`src/rtl/rv32m_multiplier.sv`:
```
// Fully pipelined RV32M multiply unit, STAGES cycles from issue to writeback.
// Define MULT_HIGH_EN for MULH/MULHSU/MULHU; without it only MUL (low word) is built.
module rv32m_multiplier #(
  parameter int unsigned STAGES = 7
) (
  input  logic        clk,
  input  logic        rst,
  input  logic        mult_on,
  input  logic [31:0] A_i,
  input  logic [31:0] B_i,
  input  logic        sigA,
  input  logic        sigB,
  input  logic        upper,
  output logic        done,
  output logic [31:0] writeback_value_o
);

  // One operand stage, PpDepth partial-product stages, one output stage.
  localparam int unsigned PpDepth = STAGES - 1;

`ifdef MULT_HIGH_EN
  typedef struct packed {
    logic [31:0] ll;
    logic [31:0] lh;
    logic [31:0] hl;
    logic [31:0] hh;
    logic [31:0] corr;
    logic        upper;
  } pp_t;
`else
  typedef struct packed {
    logic [31:0] ll;
    logic [15:0] lh;
    logic [15:0] hl;
  } pp_t;

  logic unused_ctrl;
  assign unused_ctrl = ^{sigA, sigB, upper};
`endif

  logic        v1_q;
  logic [31:0] a_q;
  logic [31:0] b_q;
`ifdef MULT_HIGH_EN
  logic        sa_q;
  logic        sb_q;
  logic        up_q;
`endif

  always_ff @(posedge clk or posedge rst) begin
    if (rst) begin
      v1_q <= 1'b0;
    end else begin
      v1_q <= mult_on;
    end
  end

  always_ff @(posedge clk) begin
    if (mult_on) begin
      a_q  <= A_i;
      b_q  <= B_i;
`ifdef MULT_HIGH_EN
      sa_q <= sigA;
      sb_q <= sigB;
      up_q <= upper;
`endif
    end
  end

  pp_t pp_d;

  always_comb begin
    pp_d    = '0;
    pp_d.ll = {16'b0, a_q[15:0]} * {16'b0, b_q[15:0]};
`ifdef MULT_HIGH_EN
    pp_d.lh    = {16'b0, a_q[15:0]} * {16'b0, b_q[31:16]};
    pp_d.hl    = {16'b0, a_q[31:16]} * {16'b0, b_q[15:0]};
    pp_d.hh    = {16'b0, a_q[31:16]} * {16'b0, b_q[31:16]};
    // signed x = unsigned x - 2^32*msb, so each signed-negative operand removes the other
    // operand from the high word of the unsigned product.
    pp_d.corr  = ((sa_q && a_q[31]) ? b_q : 32'd0) + ((sb_q && b_q[31]) ? a_q : 32'd0);
    pp_d.upper = up_q;
`else
    pp_d.lh = a_q[15:0] * b_q[31:16];
    pp_d.hl = a_q[31:16] * b_q[15:0];
`endif
  end

  logic [PpDepth-1:0] pv_q;
  pp_t                pp_q [PpDepth];

  always_ff @(posedge clk or posedge rst) begin
    if (rst) begin
      pv_q <= '0;
    end else begin
      pv_q[0] <= v1_q;
      for (int unsigned i = 1; i < PpDepth; i++) begin
        pv_q[i] <= pv_q[i-1];
      end
    end
  end

  always_ff @(posedge clk) begin
    pp_q[0] <= pp_d;
    for (int unsigned i = 1; i < PpDepth; i++) begin
      pp_q[i] <= pp_q[i-1];
    end
  end

  pp_t         pp_last;
  logic [31:0] res_d;

  assign pp_last = pp_q[PpDepth-1];

`ifdef MULT_HIGH_EN
  logic [63:0] prod;

  always_comb begin
    prod  = {pp_last.hh, pp_last.ll} + {16'b0, pp_last.lh, 16'b0}
          + {16'b0, pp_last.hl, 16'b0} - {pp_last.corr, 32'b0};
    res_d = pp_last.upper ? prod[63:32] : prod[31:0];
  end
`else
  always_comb begin
    res_d = pp_last.ll + {pp_last.lh, 16'b0} + {pp_last.hl, 16'b0};
  end
`endif

  logic        done_q;
  logic [31:0] wb_q;

  always_ff @(posedge clk or posedge rst) begin
    if (rst) begin
      done_q <= 1'b0;
      wb_q   <= '0;
    end else begin
      done_q <= pv_q[PpDepth-1];
      if (pv_q[PpDepth-1]) begin
        wb_q <= res_d;
      end
    end
  end

  assign done              = done_q;
  assign writeback_value_o = wb_q;

endmodule

```
`config.mk`:
```
export PLATFORM = sky130hd
export DESIGN_NAME = rv32m_multiplier
export DESIGN_NICKNAME = d
export VERILOG_FILES = /design/src/rtl/rv32m_multiplier.sv
export SDC_FILE = /design/constraint.sdc
export NUM_CORES = 2
export LEC_CHECK = 0
export ABC_CLOCK_PERIOD_IN_PS = 17300
export BUFFER_PORTS_ARGS = -buffer_cell sky130_fd_sc_hd__buf_2
export CORE_UTILIZATION = 45
export CTS_CLUSTER_SIZE = 24
export DETAILED_ROUTE_END_ITERATION = 12
export GPL_TIMING_DRIVEN = 0
export PLACE_DENSITY = 0.65
export SLEW_MARGIN = 30
export SYNTH_ARGS = -nofsm -noshare
export SYNTH_HDL_FRONTEND = slang
export SYNTH_SLANG_ARGS = --single-unit
```
`constraint.sdc`:
```
create_clock -name clk -period 17.3 [get_ports clk]
set_clock_uncertainty 0.2 [all_clocks]
set_input_delay 3.46 -clock clk [delete_from_list [all_inputs] [get_ports clk]]
set_output_delay 3.46 -clock clk [all_outputs]
set_load 0.02 [all_outputs]
```
# --- Word-level counts from Yosys, hierarchy flattened ---
# Memory sizes are Yosys's and may differ from the RTL's.
# Cells that the tools add are included.
op_classes:
  n_addsub: 2
  multipliers: 3
op_table:
  columns: ["op", "count"]
  rows:
  - ["adder 32 bit", 2]
  - ["multiplier 16 x 16 -> 16 bit", 2]
  - ["multiplier 16 x 16 -> 32 bit", 1]
totals:
  reg_bits: 104
  ramBits: 384
  inputBits: 70
  wordCells: 12
  n_memories: 1
mem_list:
  columns: ["memory", "words", "width", "read_ports", "rd_clocked_by_memory_dff", "wr", "line_no", "text"]
  rows:
  - ["pp_q", 6, 64, 6, 0, 6, "90", "pp_t pp_q [PpDepth];"]

# --- Longest topological paths before layout ---
depth:
  depth_word: 2
  ltp_mapped: 23
  mapped_depth_nobuf: 21

# --- Worst setup path after synthesis ---
# OpenSTA, ideal clock, no wires.
synth_path:
  path_type: "reg-to-reg"
  start: "register a_q[13]"
  end: "memory pp_q[0][60] (netlist name)"
  setup_time_ps: 120
  t_arrival_ps: 5616
  required_time_ps: 16980
  slack_ps: 11364
  stages_incl_launch_ff: 22
  path_buffers: 2
  synth_period_minus_slack_ps: 5936
  path_cell_list: "edfxtp_1 clkbuf_1 clkbuf_1 nand2_1 fa_1 fa_1 fa_1 inv_1 fa_1 fa_1 inv_1 fa_1 inv_1 ha_1 a21o_1 a21oi_1 o221ai_1 o21bai_2 a31oi_4 nor2_1 o21a_1 xor2_1"
synth_lines:
  columns: ["item", "line_no", "text"]
  rows:
  - ["start, declared", "42", "logic [31:0] a_q;"]
  - ["start signal, assigned", "60", "a_q <= A_i;"]
  - ["end, declared", "90", null]

==> flow_summary.json <==
{
  "required_ns": 17.56,
  "cap_violations": 0,
  "die_area_mm2": 0.0640,
  "crit_family": "adder cells",
  "cts_setup_buffers": 0,
  "critPathMaxStageDelay_ns": 0.82,
  "synth.cell_area_mm2": 0.0283,
  "synthFlopType": "dfxtp_1",
  "grt_pass1_wl_mm": 103,
  "synth_warnings": 0,
  "arrival_ns": 7.58,
  "worstPathBufferInverterCount": 7,
  "ant_nets": 0,
  "htree_levels": 2,
  "holdCritPathClass": "register to register",
  "num_rows": 91,
  "synthCells": 2582,
  "grt_max_degree": 48,
  "ys_ff_latch": 488,
  "min_from": "pp_q[2][9]$_DFF_P_",
  "setup_viol": 0,
  "synth_edf_count": 64,
  "clk_pin_slew_worst_paths_ns": 0.06,
  "seqCellArea_mm2": 0.0106,
  "syn-num-nets": 3238,
  "grt_setup_unrepaired": "false",
  "ys_seq_area_frac": 0.374,
  "synth_top_area_share": 0.271,
  "period_needed_ns": 7.32,
  "yosysUniqueCellTypes": 58,
  "crit_type": "register to register",
  "fin_crit_sh": 0.423,
  "synth_area_per_cell_um2": 11.0,
  "cp_slowest_cell": "clkbuf_1",
  "cts_resized": 0,
  "max_freq_ghz": 0.137,
  "core_mm2": 0.0619,
  "fp.dieH_um": 253,
  "grt_pass1_vias": 18200,
  "io_buffer_count": 99,
  "crit_start": "a_q[4]$_DFFE_PP_",
  "vias": 17000,
  "async_reset_ff_frac": 0.0820,
  "syn2layout_area_growth_pct": 11.3,
  "numCtsBuffers": 47,
  "synth_common_cells": "inv_1 (496), dfxtp_1 (384), fa_1 (370)",
  "initial_core_util": 0.458,
  "fill_cells": 5619,
  "start_kind": "register",
  "multi_input_area_mm2": 0.0155,
  "wire_per_inst_um": 18.1,
  "maxSlewViolCount": 0,
  "gp_congestion": 0.924,
  "tns_ns": 0,
  "clockBufferDepth": 3,
  "hold_buffers": 0,
  "grt_use_total": 0.213,
  "synth_top_area_cell": "dfxtp_1",
  "fin_nets": 3388,
  "crit_chain": "clkbuf_1 > clkbuf_1 > nand2_1 > fa_1 > inv_1 > fa_1 > inv_1 > fa_1 > inv_1 > fa_1 > fa_1 > inv_1 > fa_1 > inv_1 > ha_1 > a21o_1 > o41ai_2 > a21boi_1 > o21a_1 > o21a_1 > mux2i_1 > nand2_1",
  "synthTopCellsByArea": "dfxtp_1 (27%), fa_1 (26%), ha_1 (9.5%)",
  "synth_most_common_cell": "inv_1",
  "crit_fanout": 10,
  "antenna_found_initial": 3,
  "via_per_inst": 4.71,
  "hpwlAfterDp_mm": 51.1,
  "drtPass1Iterations": 5,
  "wirelength_mm": 65.3,
  "cp-end-kind": "register",
  "worst_pin_slew_ns": 1.02,
  "pin_count": 103,
  "drc": 0,
  "hold_viol_final": 0,
  "drt_iter0_drc": 795,
  "clk_latency_ns": 0.60,
  "r2r_start": "a_q[4]$_DFFE_PP_",
  "cts_tree": "yes",
  "drive_above_1_share": 0.0813,
  "die_w_um": 253,
  "grt_overflow": 0,
  "relSlewSlack": 0.319,
  "root_buffer": "clkbuf_16",
  "outcome": "finished, final reports clean",
  "path_common_cell": "fa_1",
  "clock-sinks": 488
}
stage by stage:
stage / util / hold WS [ns] / setup slack (ns) / cell area, µm² / std cells
after detailed placement: 0.483 / 0.112 / 10.08 / 29900 / 3520
after CTS: 0.509 / 0.113 / 10.07 / 31500 / 3606
after global placement: 0.483 / 0.110 / 10.16 / 29900 / 3518
after floorplan: - / 0.110 / 11.36 / 28300 / 2582
after global routing: 0.509 / 0.129 / 9.70 / 31500 / 3606
final: 0.509 / 0.109 / 9.98 / 31500 / 3607
area by class of cell:
cell class	count	area share
Antenna cell	1	0.0000793
Buffer	89	0.0106
Clock buffer	63	0.0435
Clock inverter	23	0.00714
Inverter	496	0.0590
Multi-Input combinational cell	1509	0.493
Sequential cell	488	0.336
Tap cell	837	0.0332
Timing Repair Buffer	101	0.0173
logic make-up after synthesis:
group                    count (synthesis)  synth area share
flip-flops                             488             0.374
AND/OR/NAND/NOR                        655             0.114
adder cells (fa/ha/maj)                586             0.357
XOR/XNOR                               118            0.0365
AO/OA/AOI/OAI                          122            0.0297
buffers and inverters                  585            0.0775
multiplexers                            28            0.0110
cells in the final DEF, fill, tap and decap left out, types with 10 or more instances in the layout:
cell type	instances
buf_2	98
nand2_1	309
ha_1	216
nor3_1	15
clkbuf_1	92
dfxtp_1	384
xor2_1	29
nor2_1	38
dfrtp_1	40
and2_1	248
a21oi_1	39
inv_1	495
edfxtp_1	64
a21o_1	15
fa_1	370
nor2b_1	10
clkbuf_16	51
o21ai_0	15
xnor2_1	89
mux2_2	25
layer usage:
layer  wire length (µm)  share of wire  vias up  global-route usage
met2              29900           0.46      469               0.342
li1                   -              -     8075                   -
met3               3990          0.061      112              0.0392
met4               2080          0.032        0              0.0765
met1              29300           0.45     8351               0.288
met5                  0              0        -                   0
path summary, 6_finish.rpt:
check                                                    end  slack, ns  depth (start not counted)
max                                      pp_q[0][53]$_DFF_P_       9.98                         22
min                                       pp_q[3][9]$_DFF_P_       0.11                          0
max reg2reg                              pp_q[0][53]$_DFF_P_       9.98                         22
min reg2reg                               pp_q[3][9]$_DFF_P_       0.11                          0
max in group asynchronous  writeback_value_o[31]$_DFFE_PP0P_      13.85                          3
min in group asynchronous                     v1_q$_DFF_PP0_       2.61                          2
state kept, by name, indices dropped and copies added (netlist names):
register / cells
done: 1
v1_q: 1
writeback_value_o: 32
pp_q: 384
b_q: 32
a_q: 32
pv_q: 6
Power is left out: the tool's default activity adds up to more than one toggle a clock period on the data nets, which glitch-free logic cannot reach.
